===== src/rtl/mul_pkg.sv =====
// Shared widths and types for the 16x16 pipelined multiplier.
package mul_pkg;

   localparam int OP_W        = 16;
   localparam int PROD_W      = 32;
   localparam int HALF_W      = 8;
   localparam int MUL_LATENCY = 2;

   typedef logic [OP_W-1:0]   operand_t;
   typedef logic [PROD_W-1:0] product_t;

endpackage : mul_pkg


===== src/rtl/eight_bit_multiplier.sv =====
// Combinational unsigned 8x8 -> 16 array multiplier.
// Each row is the multiplicand gated by one multiplier bit (AND terms).
// Rows are shifted into place and accumulated by a ripple adder chain.
module eight_bit_multiplier
   import mul_pkg::*;
(
   input  logic [HALF_W-1:0]   a_i,
   input  logic [HALF_W-1:0]   b_i,
   output logic [2*HALF_W-1:0] p_o
);

   logic [2*HALF_W-1:0] acc;
   logic [2*HALF_W-1:0] row;

   // Accumulate the eight shifted AND rows into the full 16-bit product.
   always_comb begin
      acc = '0;
      row = '0;
      for (int i = 0; i < HALF_W; i++) begin
         row = {{HALF_W{1'b0}}, a_i & {HALF_W{b_i[i]}}} << i;
         acc = acc + row;
      end
      p_o = acc;
   end

endmodule : eight_bit_multiplier


===== src/rtl/sixteen_bit_multiplier.sv =====
// Two-stage pipelined unsigned 16x16 -> 32 multiplier.
// Stage 1 registers four 8x8 partial products; stage 2 registers their
// shifted sum. Invalid slots carry zero partial products, so answer reads 0.
module sixteen_bit_multiplier
   import mul_pkg::*;
(
   input  logic     clk,
   input  logic     rst_n,
   input  logic     in_valid,
   input  operand_t operator_1,
   input  operand_t operator_2,
   output logic     out_valid,
   output product_t answer
);

   logic [2*HALF_W-1:0] pll_d, plh_d, phl_d, phh_d;
   logic [2*HALF_W-1:0] pll_p1_q, plh_p1_q, phl_p1_q, phh_p1_q;
   logic                vld_p1_q;
   logic [2*HALF_W:0]   mid_sum;
   product_t            answer_d;
   product_t            answer_p2_q;
   logic                vld_p2_q;

   eight_bit_multiplier u_mul_ll (
      .a_i (operator_1[HALF_W-1:0]),
      .b_i (operator_2[HALF_W-1:0]),
      .p_o (pll_d)
   );

   eight_bit_multiplier u_mul_lh (
      .a_i (operator_1[HALF_W-1:0]),
      .b_i (operator_2[OP_W-1:HALF_W]),
      .p_o (plh_d)
   );

   eight_bit_multiplier u_mul_hl (
      .a_i (operator_1[OP_W-1:HALF_W]),
      .b_i (operator_2[HALF_W-1:0]),
      .p_o (phl_d)
   );

   eight_bit_multiplier u_mul_hh (
      .a_i (operator_1[OP_W-1:HALF_W]),
      .b_i (operator_2[OP_W-1:HALF_W]),
      .p_o (phh_d)
   );

   // ---- stage 1: register partial products, zeroed for invalid slots ----
   always_ff @(posedge clk or negedge rst_n) begin
      if (!rst_n) begin
         pll_p1_q <= '0;
         plh_p1_q <= '0;
         phl_p1_q <= '0;
         phh_p1_q <= '0;
         vld_p1_q <= 1'b0;
      end else begin
         pll_p1_q <= in_valid ? pll_d : '0;
         plh_p1_q <= in_valid ? plh_d : '0;
         phl_p1_q <= in_valid ? phl_d : '0;
         phh_p1_q <= in_valid ? phh_d : '0;
         vld_p1_q <= in_valid;
      end
   end

   // Combine partial products; the middle sum keeps its 17th (carry) bit.
   always_comb begin
      mid_sum  = {1'b0, plh_p1_q} + {1'b0, phl_p1_q};
      answer_d = {phh_p1_q, {(2*HALF_W){1'b0}}}
               + {{(HALF_W-1){1'b0}}, mid_sum, {HALF_W{1'b0}}}
               + {{(2*HALF_W){1'b0}}, pll_p1_q};
   end

   // ---- stage 2: register the final product and its valid ----
   always_ff @(posedge clk or negedge rst_n) begin
      if (!rst_n) begin
         answer_p2_q <= '0;
         vld_p2_q    <= 1'b0;
      end else begin
         answer_p2_q <= answer_d;
         vld_p2_q    <= vld_p1_q;
      end
   end

   assign answer    = answer_p2_q;
   assign out_valid = vld_p2_q;

endmodule : sixteen_bit_multiplier


===== config.mk =====
export PLATFORM = sky130hd
export DESIGN_NAME = sixteen_bit_multiplier
export DESIGN_NICKNAME = d
export VERILOG_FILES = /design/src/rtl/mul_pkg.sv /design/src/rtl/eight_bit_multiplier.sv /design/src/rtl/sixteen_bit_multiplier.sv
export SDC_FILE = /design/constraint.sdc
export NUM_CORES = 1
export LEC_CHECK = 0
export ABC_AREA = 1
export CAP_MARGIN = 20
export CORE_MARGIN = 1.5
export CORE_UTILIZATION = 55
export DETAILED_ROUTE_END_ITERATION = 8
export GPL_ROUTABILITY_DRIVEN = 0
export HOLD_SLACK_MARGIN = 0.02
export PLACE_DENSITY = 0.82
export SETUP_SLACK_MARGIN = 0.4
export SLEW_MARGIN = 20
export SYNTH_ARGS = -nofsm -noshare
export SYNTH_HDL_FRONTEND = slang
export SYNTH_HIERARCHICAL = 1
export SYNTH_SLANG_ARGS = --single-unit

===== constraint.sdc =====
create_clock -name clk -period 5.1 [get_ports clk]
set_input_delay 1.02 -clock clk [delete_from_list [all_inputs] [get_ports clk]]
set_output_delay 1.02 -clock clk [all_outputs]
set_load 0.01 [all_outputs]

==> out/results.tsv <==
stage	metric	value	unit
clocking	clk_lat worst skew	0.37	ns
routing	First-pass DRT Iterations	8	
floorplanning	core area	0.0253	sq mm
floorplanning	DIE HEIGHT	164	um
routing	wire per inst	18.3	um
grt	first-pass GRT wire length	67.7	mm
synthesis	FFs w/ async S/R, synth	1.00	
timing	worst slew pin tran	0.916	ns
setup_path	Crit. End Element	flop	
clocking	total CTS buffers	9	
synthesis	post-synthesis instance area	0.0142	sq mm
clocking	CTS sink count	98	
floorplanning	Die Span X	164	um
status	outcome	complete, but fails checks	
cells_and_area	most frequent cells in the layout	nand2_1 (632), inv_1 (502), buf_4 (161)	
cells_and_area	diode count	0	
grt	vias in the first global route	14500	
timing	max-slew violations	0	
timing	fin crit share	1.17	
clocking	htree depth	3	
synthesis	synth unique cells	29	
grt	initial antenna violation count	0	
cells_and_area	post-route insts no fill	2639	
routing	Total Routed Length	48.3	mm
clocking	CTS root buf	clkbuf_16	
synthesis	Yosys warnings	6	
floorplanning	FP Rows	58	
timing	PnR worst setup slack	-0.864	ns
clocking	CTS tree	done	
status	failing checks	setup timing	
cells_and_area	most common cell after layout, fill and taps aside	nand2_1	
job	total of max-cap violations	0	
placed_design	placed cell areas	0.0165	sq mm
clocking	CTS Hold Bufs	0	
power	Pwr Density	532	mW/mm^2
setup_path	R2R depth	15	
routing	Final ANT Viol Nets	0	
synthesis	syn_area_per_cell	6.81	sq um
setup_path	top fanout value on the critical path	5	
cells_and_area	Area growth syn-to-layout	33.0	%
cells_and_area	fin nets	2633	
synthesis	Seq cells post-synth	98	
min_path	Hold Path Class	reg2reg	
setup_path	internal reg-to-reg setup slack	2.07	ns
cells_and_area	Final Cell Area	0.0188	sq mm
setup_path	Worst path max stage delay	0.56	ns
timing	Setup Viol. Count Final	32	
min_path	number of stages on the worst hold path	0	
timing	Final Hold Vio Count	0	
timing	RSZ-0062 raised after global routing	true	
timing	Achievable Freq	168	MHz
floorplanning	Initial Utilization	0.561	
placed_design	Post-DP HPWL	27.9	mm
timing	Setup Skew	0.0155	ns
setup_path	Critical R2R Capture	answer[27]	
routing	vias	14600	
setup_path	arrival time at the worst endpoint	6.22	ns
min_path	hold_sp	vld_p1_q	
floorplanning	Ports	68	
placed_design	PortBufs	67	
timing	Slew HR	0.389	
synthesis	Synth Net Count	2410	
cells_and_area	fill count	1638	
power	total power	10000	uW
synthesis	sequential area share after synthesis	0.173	
placed_design	number of placed instances, taps included	2540	
synthesis	most frequently used flop master after synthesis	dfrtp_1	
grt	largest net degree at the start of global routing	67	
setup_path	Worst EP required	5.35	ns
synthesis	synthesized instance count	2081	
routing	# DRC	0	
clocking	Reg clk slew, reported paths	0.07	ns
min_path	Worst Hold Endpoint	out_valid	
cells_and_area	Finished Core Util	0.746	
cells_and_area	share of cells above drive strength 1	0.265	
routing	Detailed Route Iter0 Violations	1705	
setup_path	Worst path slowest cell	fa_1	
grt	gr ovfl total	0	
timing	clock period minus worst slack	5.96	ns
routing	via density per instance	5.55	
setup_path	startpoint class of the critical path	input port	
grt	GRT Total Usage	0.323	
power	LEAKAGE	0.0116	uW
floorplanning	Die ar.	0.0267	sq mm
clocking	Max clock buf depth	2	
setup_path	most frequent CP cell	nand2_2	
setup_path	Critical R2R Launch	phl_p1_q[0]	
power	worst vdd ir	0.321	mV
setup_path	critical path class	in2reg	
synthesis	EDFF count, synth	0	
timing	TNS Setup	-20.91	ns
through the flow:
step	hold WS (ns)	setup slack, ns
floorplan	0.331	-0.488
global placement	0.333	-1.21
detailed placement	0.336	-1.37
CTS	0.359	-0.628
global route	0.362	-0.966
finish	0.355	-0.864
routing by layer:
metal / track usage / up-vias / wire length, um
met1: 0.352 / 6870 / 16400
met4: 0.191 / 0 / 3890
li1: - / 6419 / -
met2: 0.591 / 1009 / 23800
met3: 0.0513 / 349 / 4200
met5: 0 / - / 0
what timing repair did:
| item | in CTS | in global routing |
|---|---|---|
| setup buffers | 54 | 24 |
| cloned | 5 | 0 |
| pin swaps | 145 | 177 |
| endpoints found under the hold margin | 0 | 0 |
| setup endpoints to repair | 40 | 38 |
| gates resized for setup | 253 | 195 |
worst max path at each step:
stage               depth (start not counted)           end      startpoint
finish                                     29  pll_p1_q[14]   operator_2[1]
global route                               31  pll_p1_q[15]   operator_2[2]
CTS                                        29  phh_p1_q[15]  operator_1[11]
detailed placement                         28  phl_p1_q[13]   operator_2[2]
global placement                           28  phl_p1_q[13]   operator_2[2]
floorplan                                  27  phl_p1_q[13]   operator_2[2]
worst max-delay path, delay by kind of cell:
kind,cells,cell delay [ns]
adders and majority gates,8,3.26
buffers and inverters,8,0.63
and+or+nand+nor,12,1.04
AOI/OAI and AO/OA,1,0.22
final cells by class:
| type | instances | area [sq um] | area share |
|---|---|---|---|
| clock buffer | 10 | 239 | 0.0127 |
| clock inverter | 6 | 83.8 | 0.00445 |
| inverter | 570 | 2140 | 0.114 |
| multi-input combinational | 1342 | 10800 | 0.574 |
| sequential | 98 | 2450 | 0.130 |
| tap | 330 | 413 | 0.0219 |
| timing repair buffer | 283 | 2700 | 0.143 |
sequential cells by signal (all words and copies together) (netlist names):
signal / count
phh_p1_q: 16
phl_p1_q: 16
vld_p1_q: 1
pll_p1_q: 16
out_valid: 1
plh_p1_q: 16
answer: 32
synth_stat cells (9+ instances only):
library cell | count | area [sq um]
nand3_2 | 9 | 90.1
a21oi_1 | 35 | 175
nand3_1 | 73 | 365
or2_1 | 9 | 56.3
xnor2_1 | 14 | 123
nand3b_1 | 15 | 113
dfrtp_1 | 98 | 2450
fa_1 | 138 | 2760
nor2_1 | 65 | 244
xor2_1 | 27 | 236
ha_1 | 156 | 1950
nand2_2 | 15 | 93.8
clkbuf_1 | 68 | 255
inv_1 | 568 | 2130
nand2_1 | 739 | 2770
kinds of logic after synthesis:
| logic type | Yosys count | share of synthesized area |
|---|---|---|
| buffers and inverters | 641 | 0.170 |
| AOI/OAI and AO/OA | 53 | 0.0212 |
| DFF | 98 | 0.173 |
| adders and majority gates | 294 | 0.333 |
| and+or+nand+nor | 954 | 0.278 |
| xor gates and xnor gates | 41 | 0.0253 |
where the power goes:
part / switching, uW / internal, uW
combinational: 4480 / 3610
sequential: 139 / 1050
clock: 352 / 406
total: 4980 / 5060
(Power assumes the default switching activity.)
